$ cat src/rtl/wta_spike_tally.sv
// -----------------------------------------------------------------------------
// wta_spike_tally
//
// Purpose
//   Decoder for the spike outputs of a winner-take-all LIF network. A window
//   of programmable length is opened by a start pulse. During the window every
//   channel counts its spikes in a saturating counter. After the window the
//   block picks the channel with the highest count and reports:
//     - the winner index (lowest index wins a tie)
//     - the winner count
//     - a tie flag
//     - a no-spike flag
//   A one-cycle valid pulse marks each new result.
//
// Ports
//   clk           in   1          single clock, all state on posedge
//   rst           in   1          asynchronous, active-high reset
//   start         in   1          begin a window; ignored unless idle
//   window_len    in   WIN_W      window length, sampled when start is taken
//   spike_in      in   N_NEURONS  one spike bit per neuron
//   busy          out  1          window counting or resolving
//   result_valid  out  1          one-cycle pulse, result outputs updated
//   winner_idx    out  IDX_W      index of the channel with the highest count
//   winner_count  out  CNT_W      count of that channel
//   tie           out  1          two or more channels share a non-zero maximum
//   no_spike      out  1          every count in the window was zero
//   dbg_state     out  2          current FSM state (IDLE=0, COUNT=1, RESOLVE=2)
//
// Handshake
//   start is a request qualified only by the FSM being idle; there is no
//   ready signal and a start seen while busy is dropped, not queued.
//   result_valid is a single-cycle strobe with no back-pressure; the result
//   outputs hold their value until the next strobe or reset.
//
// Timing (start accepted in cycle t, window length L)
//   L > 0 : samples in t+1 .. t+L, RESOLVE in t+L+1, result_valid in t+L+2
//   L = 0 : RESOLVE in t+1, result_valid in t+2, all counts zero
// -----------------------------------------------------------------------------
module wta_spike_tally #(
    parameter int  N_NEURONS = 4,
    parameter int  CNT_W     = 8,
    parameter int  WIN_W     = 8,
    localparam int IDX_W     = $clog2(N_NEURONS)
) (
    input  logic                 clk,
    input  logic                 rst,
    input  logic                 start,
    input  logic [WIN_W-1:0]     window_len,
    input  logic [N_NEURONS-1:0] spike_in,
    output logic                 busy,
    output logic                 result_valid,
    output logic [IDX_W-1:0]     winner_idx,
    output logic [CNT_W-1:0]     winner_count,
    output logic                 tie,
    output logic                 no_spike,
    output logic [1:0]           dbg_state
);

    typedef enum logic [1:0] {
        ST_IDLE    = 2'd0,
        ST_COUNT   = 2'd1,
        ST_RESOLVE = 2'd2
    } state_t;

    localparam logic [CNT_W-1:0] CNT_MAX = {CNT_W{1'b1}};

    state_t                 r_state;
    state_t                 w_state_nxt;
    logic [WIN_W-1:0]       r_remaining;
    logic [CNT_W-1:0]       r_cnt [N_NEURONS];

    logic                   r_result_valid;
    logic [IDX_W-1:0]       r_winner_idx;
    logic [CNT_W-1:0]       r_winner_count;
    logic                   r_tie;
    logic                   r_no_spike;

    logic                   w_accept;
    logic                   w_last_sample;
    logic [IDX_W-1:0]       w_max_idx;
    logic [CNT_W-1:0]       w_max_cnt;
    logic                   w_dup_max;

    // -------------------------------------------------------------------------
    // FSM
    // -------------------------------------------------------------------------
    assign w_accept      = (r_state == ST_IDLE) && start;
    assign w_last_sample = (r_state == ST_COUNT) && (r_remaining == WIN_W'(1));

    always_ff @(posedge clk or posedge rst) begin
        if (rst) begin
            r_state <= ST_IDLE;
        end else begin
            r_state <= w_state_nxt;
        end
    end

    always_comb begin
        w_state_nxt = r_state;
        case (r_state)
            ST_IDLE: begin
                if (start) begin
                    // A zero-length window has nothing to sample.
                    w_state_nxt = (window_len == '0) ? ST_RESOLVE : ST_COUNT;
                end
            end
            ST_COUNT: begin
                if (w_last_sample) begin
                    w_state_nxt = ST_RESOLVE;
                end
            end
            ST_RESOLVE: begin
                w_state_nxt = ST_IDLE;
            end
            default: begin
                w_state_nxt = ST_IDLE;
            end
        endcase
    end

    // -------------------------------------------------------------------------
    // Window length and per-channel counters
    // -------------------------------------------------------------------------
    always_ff @(posedge clk or posedge rst) begin
        if (rst) begin
            r_remaining <= '0;
        end else if (w_accept) begin
            r_remaining <= window_len;
        end else if (r_state == ST_COUNT) begin
            r_remaining <= r_remaining - WIN_W'(1);
        end
    end

    always_ff @(posedge clk or posedge rst) begin
        if (rst) begin
            for (int i = 0; i < N_NEURONS; i++) begin
                r_cnt[i] <= '0;
            end
        end else if (w_accept) begin
            for (int i = 0; i < N_NEURONS; i++) begin
                r_cnt[i] <= '0;
            end
        end else if (r_state == ST_COUNT) begin
            for (int i = 0; i < N_NEURONS; i++) begin
                // Saturate instead of wrapping so a flooded channel still wins.
                if (spike_in[i] && (r_cnt[i] != CNT_MAX)) begin
                    r_cnt[i] <= r_cnt[i] + CNT_W'(1);
                end
            end
        end
    end

    // -------------------------------------------------------------------------
    // Argmax. Strict '>' keeps the lowest index on equal counts. A second pass
    // looks for any other channel holding the same maximum to flag a tie.
    // -------------------------------------------------------------------------
    always_comb begin
        w_max_idx = '0;
        w_max_cnt = r_cnt[0];
        w_dup_max = 1'b0;
        for (int i = 1; i < N_NEURONS; i++) begin
            if (r_cnt[i] > w_max_cnt) begin
                w_max_cnt = r_cnt[i];
                w_max_idx = IDX_W'(i);
            end
        end
        for (int i = 0; i < N_NEURONS; i++) begin
            if ((r_cnt[i] == w_max_cnt) && (IDX_W'(i) != w_max_idx)) begin
                w_dup_max = 1'b1;
            end
        end
    end

    // -------------------------------------------------------------------------
    // Result registers
    // -------------------------------------------------------------------------
    always_ff @(posedge clk or posedge rst) begin
        if (rst) begin
            r_result_valid <= 1'b0;
            r_winner_idx   <= '0;
            r_winner_count <= '0;
            r_tie          <= 1'b0;
            r_no_spike     <= 1'b0;
        end else begin
            r_result_valid <= (r_state == ST_RESOLVE);
            if (r_state == ST_RESOLVE) begin
                r_winner_idx   <= w_max_idx;
                r_winner_count <= w_max_cnt;
                // With max == 0 every channel "ties", but that is reported
                // as no_spike, never as a tie.
                r_tie          <= w_dup_max && (w_max_cnt != '0);
                r_no_spike     <= (w_max_cnt == '0);
            end
        end
    end

    assign busy         = (r_state != ST_IDLE);
    assign result_valid = r_result_valid;
    assign winner_idx   = r_winner_idx;
    assign winner_count = r_winner_count;
    assign tie          = r_tie;
    assign no_spike     = r_no_spike;
    assign dbg_state    = r_state;

endmodule

$ cat config.mk
export PLATFORM = sky130hd
export DESIGN_NAME = wta_spike_tally
export DESIGN_NICKNAME = d
export VERILOG_FILES = /design/src/rtl/wta_spike_tally.sv
export SDC_FILE = /design/constraint.sdc
export NUM_CORES = 1
export LEC_CHECK = 0
export ABC_CLOCK_PERIOD_IN_PS = 6570
export CAP_MARGIN = 20
export CORE_MARGIN = 5
export CORE_UTILIZATION = 40
export DETAILED_ROUTE_END_ITERATION = 8
export PLACE_DENSITY = 0.59
export SLEW_MARGIN = 0
export SYNTH_ARGS = -nofsm -noshare
export SYNTH_HDL_FRONTEND = slang
export SYNTH_SLANG_ARGS = --single-unit
$ cat constraint.sdc
create_clock -name clk -period 6.57 [get_ports clk]
set_clock_uncertainty 0.05 [all_clocks]
set_input_delay 1.314 -clock clk [delete_from_list [all_inputs] [get_ports clk]]
set_output_delay 1.314 -clock clk [all_outputs]
set_load 0.02 [all_outputs]
Yosys cells after proc, flatten, opt, wreduce, memory -nomap -nowiden
Cells that the tools add are included.
{ "word_totals": {"regBits": 55, "latchBits": 0, "ramBits": 0, "mem_bits_ro": 0, "in_bits": 15, "out_inout_bits": 16, "n_memories": 0} }
{ "op_classes": {"addsub": 5, "n_mul": 0, "div": 0, "magnitude_cmp": 3, "n_eq_ne": 16, "shifts": 0, "muxes": 22, "bitwise": 0, "reduce_logical": 27} }
{ "op_table": {"columns": ["operator", "count"], "rows": [
  ["2-to-1 mux 8 bit", 9],
  ["2-to-1 mux 32 bit", 2],
  ["adder 8 x 1 -> 8 bit, second input constant", 4],
  ["== test 8 bit", 4],
  ["!= test 8 bit, second input constant", 4],
  ["> comparator 8 bit", 3],
  ["zero test 8 bit", 2],
  ["nonzero test 2 bit", 7],
  ["logical AND 1 bit", 11],
  ["2-to-1 mux 2 bit", 5],
  ["AND reduction 2 bit", 5],
  ["== test 8 x 1 -> 1 bit, second input constant", 1],
  ["nonzero test 8 bit", 1],
  ["subtractor 8 x 1 -> 8 bit, second input constant", 1],
  ["2-to-1 mux 1 bit", 5],
  ["!= test 2 bit, first input constant", 2],
  ["!= test 2 bit, second input constant", 2],
  ["case mux 2 bit (2 select lines)", 1],
  ["== test 2 x 1 -> 1 bit, second input constant", 1],
  ["== test 2 bit, second input constant", 1],
  ["zero test 2 bit", 1],
  ["!= test 1 x 2 -> 1 bit, first input constant", 1]
]} }

Logic depth before layout (Yosys ltp)
Gate-level depths: netlist of the first run.
{ "depth": {"word_depth": 13, "mapped_depth": 33, "mapped_depth_nobuf": 30} }

Worst setup path after synthesis of the first run
No wires, ideal clock.
{ "synth_path": {"path_kind": "reg2reg", "start": "reg r_cnt[17] (netlist name)", "end": "reg r_tie, in the netlist tie", "setup_ns": 0.066, "t_arrival_ns": 5.611, "required_ns": 6.454, "setup_slack_ns": 0.843, "stages_incl_launch_ff": 28, "n_path_buf": 3, "path_cell_list": "dfrtp_1 -> ha_1 -> nor2b_1 -> o211ai_2 -> a21oi_1 -> o22ai_1 -> buf_2 -> mux2i_1 -> ha_1 -> a21o_1 -> nor3_1 -> a41o_1 -> and3b_1 -> o21ai_4 -> buf_6 -> mux2_4 -> ha_1 -> a21oi_1 -> o21ai_0 -> nand2b_1 -> a21oi_1 -> clkbuf_1 -> nand2_1 -> o21ai_0 -> xnor2_1 -> nand4_1 -> a2111oi_0 -> o31a_1"} }
{ "synth_via": {"elab_chain_len": 13, "elab_cells_between_ends": 27, "classes_between": "order compare: 3; eq/ne: 7; mux: 10; reduce/logical: 7"} }
{ "synth_rtl": {"columns": ["element", "line", "source"], "rows": [
  ["start: declaration", "70", "logic [CNT_W-1:0] r_cnt [N_NEURONS];"],
  ["start signal: indexed assignment", "147", "r_cnt[i] <= r_cnt[i] + CNT_W'(1);"],
  ["> comparator 8 bit", "162", "if (r_cnt[i] > w_max_cnt) begin"],
  ["2-to-1 mux 8 bit", "162", null],
  ["> comparator 8 bit", "162", null],
  ["2-to-1 mux 8 bit", "162", null],
  ["> comparator 8 bit", "162", null],
  ["2-to-1 mux 8 bit / 2-to-1 mux 2 bit (equally long branches)", "162", null],
  ["== test 8 bit / nonzero test 2 bit (equally long branches)", "168", "if ((r_cnt[i] == w_max_cnt) && (IDX_W'(i) != w_max_idx)) begin"],
  ["logical AND 1 bit", "168", null],
  ["2-to-1 mux 1 bit (4 in series)", "168", null],
  ["logical AND 1 bit *", "191", "r_tie <= w_dup_max && (w_max_cnt != '0);"],
  ["end signal: assignment", "191", null],
  ["end: declaration", "75", "logic r_tie;"]
]} }
Every way passes the cells marked *; elsewhere a longest branch is shown, timed or not.
A chain may end at the register's enable or synchronous reset.

Worst setup path in the final report of the first run
{ "layout_path": {"start": "reg r_cnt[25] (netlist name)", "end": "reg r_tie, in the netlist tie"} }
Same word-level chain as after synthesis.

==> metrics.txt, run 1 <==
n_diodes=0; Synth Register Bits=55; WHS Endpoint=no_spike; htree depth=2; Worst Path Arrival=6.31 ns; fin crit share=92.6%; Cell variety after synth=56; Slew HR=52.8%; Worst Hold Class=flip-flop to flip-flop; Crit Reg-Reg Endpoint=tie; All-Layer GR Usage=16.8%; Crit path max-delay family=compound AO/OA/AOI/OAI gates; setup slack, reg-to-reg=0.49 ns; launch point of the worst reg-to-reg path=r_cnt[25]; Syn Inst Count=487; critical path's largest stage delay=0.49 ns; Critical path buffers and inverters=3; crit-path max FO=22; Setup CP Type=flip-flop to flip-flop; antenna violations before repair=0; Post-Syn Area=4160 µm²; Initial Util=40.7%; via count=3636; YS warnings=0; sequential area share after synthesis=33.1%; Clock Sinks=55; Worst setup EP type=flip-flop; worst-margin pin slew=0.708 ns; Skew-Pair Late Insertion Delay=0.33 ns; Setup crit start kind=flip-flop; io pins=31; routed wire length=10.6 mm; Final Setup Violations=0; CTS tree=built; largest net degree at the start of global routing=56; Synth Net Count=531; Final HPWL DP=7.91 mm; CTS buffer count=5; drt pass-1 iters=7; Core Area=10200 µm²; Final ANT Viol Nets=0; fill cell count=1014; final-stage net count=566; Max Clk Rate=0.164 GHz; vias in the first global route=3404; most frequent cells in the layout=61 x nand2_1, 55 x dfrtp_1, 44 x nor2_1; WL/cell=16.1 µm; CP required=6.80 ns; hold wc startpoint=no_spike; endpoints failing hold=0; root buf cell=clkbuf_8; Post-Place Cells=645; first-pass GRT wire length=17.3 mm; hold path cells=2; DR iter-0 viols=167; layout cell share with drive strength beyond 1=9.75%; async set or reset register ratio after synthesis=100%; RD Place Congestion=0.893; grt ovf=0; min Tclk post-route=6.08 ns; Crit-path slowest cell=dfrtp_1; Area Overhead vs Synth=16.1%; R2R depth=28; Site Rows=37; Slew Viols, Final=0; outcome=finished clean; Post-synth EDFFs=0; top_reg_cell synth=dfrtp_1; max_cap viols=0; Cell Count, Final, Fillers Out=659; commonest non-fill, non-tap cell in the layout=nand2_1; setup TNS=0 ns; Vias/cell=5.52; Horiz. Die Dim=112 µm; IO buf count=30; Die ar.=12500 µm²; Die Y=112 µm; syn_area_per_cell=8.55 µm²; Worst-path clk slew=0.11 ns; clock buffer depth=2; number of remaining DRC errors=0
worst register-to-register path: cells and delay by family (launching register included):
| family | cells | cell delay [ns] |
|---|---|---|
| flip-flops | 1 | 0.49 |
| AO/OA/AOI/OAI | 12 | 2.22 |
| adder cells (fa/ha/maj) | 3 | 0.90 |
| XOR/XNOR | 1 | 0.18 |
| AND/OR/NAND/NOR | 7 | 0.95 |
| multiplexers | 2 | 0.76 |
| buffers and inverters | 3 | 0.51 |
how the worst max path moves through the flow:
stage                    from  endpoint  cells past startpoint
floorplan           r_cnt[17]       tie                     27
global placement    r_cnt[25]       tie                     28
detailed placement  r_cnt[25]       tie                     28
CTS                 r_cnt[25]       tie                     28
global route        r_cnt[29]       tie                     27
finish              r_cnt[25]       tie                     28
cells in the mapped netlist, drive strengths merged, types with 2 or more instances:
master  instances  area, µm²
o211a           2       20.0
or4             2       15.0
xnor2          39        342
nand3          18       90.1
o211ai          9       72.6
ha             29        363
nor3            8       40.0
nand2b          4       25.0
a31oi           4       25.0
or3             9       56.3
nor4            4       25.0
mux2            6       75.1
nor2           44        165
o311ai          5       43.8
a221o           2       20.0
clkbuf         18       68.8
nand4          19        125
inv            29        109
a21oi          24        120
nor2b           5       31.3
and2            2       12.5
dfrtp          55       1380
mux2i          11        123
nand2          61        229
and3            6       37.5
buf             6       32.5
o21ai          23        141
o22ai           4       38.8
nand3b          2       15.0
a21o            3       22.5
xor2           18        158
o21a            3       22.5
kinds of logic (layout without fill, tap and decap cells):
kind of cell	count (synthesis)	after routing	share of synthesized area, %
simple gates	185	185	21.0
compound gates	90	90	15.3
xor+xnor	57	57	12.0
flops	55	55	33.1
buf+inv	54	90	5.14
fa+ha+maj	29	29	8.72
mux	17	17	4.75
registers in the layout (all words and copies together) (netlist names):
register,flops
tie,1
result_valid,1
r_cnt,32
no_spike,1
winner_idx,2
dbg_state,2
r_remaining,8
winner_count,8
final cells by class:
type	instances	area, µm²	share of cell area [%]
clock inverters	3	46.3	0.958
multi-input cells	378	2590	53.6
repair buffers	52	469	9.71
clock buffers	5	68.8	1.42
inverters	30	113	2.33
well taps	136	170	3.52
flip-flops and latches	55	1380	28.5
per-stage QoR:
step	instance area [µm²]	utilization [%]	hold slack, ns	setup slack (ns)
finish	4830	47.2	0.430	0.488
detailed placement	4650	45.5	0.412	0.235
global placement	4650	45.5	0.401	0.283
floorplan	4160	-	0.454	0.843
global route	4830	47.2	0.459	-0.00190
CTS	4770	46.6	0.439	0.224
layer usage:
layer	global-route usage [%]	vias up	wire length, µm
li1	-	1783	-
met1	23.0	1753	4980
met2	27.4	83	4910
met3	2.80	17	432
met4	5.29	0	252
met5	0	-	0
repair_timing:
action / 4_1_cts / 5_1_grt
setup endpoints to repair: 0 / 1
hold buffers: 0 / 0
gates resized for setup: 0 / 6
buffers inserted: 0 / 6
Power of run 1 is left out: the tool's default activity adds up to more than one toggle a clock period on the data nets, which glitch-free logic cannot reach.
==> inputs of run 2 (changes only) <==
--- a/config.mk
+++ b/config.mk
@@ -7,10 +7,11 @@
 export LEC_CHECK = 0
 export ABC_CLOCK_PERIOD_IN_PS = 6570
 export CAP_MARGIN = 20
+export CORE_ASPECT_RATIO = 0.9
 export CORE_MARGIN = 5
-export CORE_UTILIZATION = 40
+export CORE_UTILIZATION = 60
 export DETAILED_ROUTE_END_ITERATION = 8
-export PLACE_DENSITY = 0.59
+export PLACE_DENSITY = 0.82
 export SLEW_MARGIN = 0
 export SYNTH_ARGS = -nofsm -noshare
 export SYNTH_HDL_FRONTEND = slang
==> metrics.txt, run 2 (synthesized netlist as in run 1, its figures left out) <==
Setup crit start kind=flip-flop; fill cell count=514 (-49%); number of remaining DRC errors=0 (unchanged); drt pass-1 iters=5 (-2); Final Setup Violations=0 (unchanged); Largest Register=r_cnt; CTS buffer count=5 (unchanged); Final HPWL DP=7.77 mm (-1.8%); register area=1380 µm² (+0.18%); Horiz. Die Dim=97.8 µm (-13%); first-pass GRT wire length=17.6 mm (+2.0%); setup slack, reg-to-reg=0.26 ns (-0.22 ns); root buf cell=clkbuf_8; All-Layer GR Usage=24.8% (+7.9 points); n_diodes=0 (unchanged); IO buf count=30 (unchanged); DR iter-0 viols=356 (+110%); global route hottest layer=met2; Initial Util=62.5% (+22 points); io pins=31 (unchanged); fin crit share=96.0% (+3.4 points); largest net degree at the start of global routing=56 (unchanged); layout cell share with drive strength beyond 1=8.93% (-0.82 points); Slew Viols, Final=0 (unchanged); antenna violations before repair=0 (unchanged); most frequent cells in the layout=61 x nand2_1, 53 x dfrtp_1, 44 x nor2_1; via count=3689 (+1.5%); Slew HR=53.4% (+0.58 points); area of the multi-input gates=2590 µm² (about the same); Worst-path clk slew=0.09 ns (-0.02 ns); CP required=6.77 ns (-0.03 ns); worst-margin pin slew=0.699 ns (-0.00877 ns); WL/cell=17.3 µm (+7.7%); Worst Path Arrival=6.50 ns (+0.19 ns); Setup CP Type=flip-flop to flip-flop; M3 GR Usage=3.43% (+0.63 points); Area Overhead vs Synth=12.9%; endpoints failing hold=0 (unchanged); Max Clk Rate=0.159 GHz (-3.6%); grt ovf=0 (unchanged); final-stage net count=559 (-1.2%); Die Y=89.0 µm (-21%); min Tclk post-route=6.31 ns (+0.224 ns); commonest non-fill, non-tap cell in the layout=nand2_1; outcome=finished clean; Largest register FFs=32 (unchanged); fin util=70.6% (+23 points); Worst Hold Class=flip-flop to flip-flop; routed wire length=10.5 mm (-1.1%); htree depth=2 (unchanged); Skew-Pair Late Insertion Delay=0.31 ns (-0.02 ns); clock buffer depth=2 (unchanged); Vias/cell=6.10 (+11%); max_cap viols=0 (unchanged); Final ANT Viol Nets=0 (unchanged); final hold slack=0.433 ns (+0.00285 ns); RD Place Congestion=1.03 (+15%); Worst setup EP type=flip-flop; grt met1 use=32.7% (+9.7 points); Site Rows=28 (-24%); vias in the first global route=3616 (+6.2%); Clock Sinks=55 (unchanged); crit-path max FO=22 (unchanged); # hold bufs at CTS=0 (unchanged); CTS tree=built; Core Area=6660 µm² (-35%); Die ar.=8710 µm² (-31%); GRT met2 Usage=44.1% (+17 points)
-- run 2: worst paths after layout --
check / from / endpoint / depth (start not counted)
setup / recovery: r_cnt[17] / tie / 27
min in group asynchronous: rst / r_remaining[5] / 3
max in group asynchronous: rst / r_cnt[29] / 3
hold / removal: winner_count[3] / winner_count[3] / 2
hold reg to reg: winner_count[3] / winner_count[3] / 2
setup reg to reg: r_cnt[17] / tie / 27
-- run 2: per-layer routing --
| layer | routed length [µm] | vias to the layer above |
|---|---|---|
| met5 | 0 | - |
| met4 | 155 | 0 |
| met3 | 758 | 22 |
| met2 | 5170 | 139 |
| met1 | 4370 | 1767 |
| li1 | - | 1761 |
-- run 2: metrics by stage --
step | setup slack [ns] | std cells | instance area (µm²) | setup TNS (ns)
floorplan | 0.843 | 487 | 4160 | 0
global placement | 0.417 | 594 | 4560 | 0
detailed placement | 0.162 | 594 | 4560 | 0
CTS | 0.102 | 601 | 4640 | 0
global route | -0.0770 | 605 | 4700 | -0.0770
finish | 0.264 | 605 | 4700 | 0
-- run 2: area by class of cell --
class | instances | share of cell area, %
Tap cell | 90 | 2.40
Clock buffer | 6 | 1.76
Sequential cell | 55 | 29.3
Clock inverter | 1 | 0.106
Multi-Input combinational cell | 378 | 55.2
Inverter | 30 | 2.40
Timing Repair Buffer | 45 | 8.86
-- run 2: timing repair --
action / in CTS / in global routing
gates resized for setup: 0 / 9
buffers inserted: 0 / 4
endpoints found under the setup margin: 0 / 1
-- run 2: worst max-delay path, stage by stage (launching register included) --
cell and delay [ns]:
dfrtp_1 0.50, ha_1 0.36, nor2b_1 0.15, o211ai_2 0.15
a21oi_2 0.09, o22ai_1 0.15, buf_4 0.24, mux2i_2 0.33
ha_1 0.30, a21oi_1 0.18, o211ai_1 0.15, nor3_1 0.18
a41o_1 0.14, and3b_1 0.21, o21ai_4 0.30, mux2_2 0.45
ha_1 0.33, nand3_1 0.11, o21ai_0 0.18, nand2b_1 0.07
a21oi_1 0.18, buf_6 0.22, nand2_1 0.12, o21ai_0 0.19
xnor2_1 0.16, nand4_1 0.12, a2111oi_1 0.45, o31a_1 0.19
Power of run 2 is left out for the same reason.
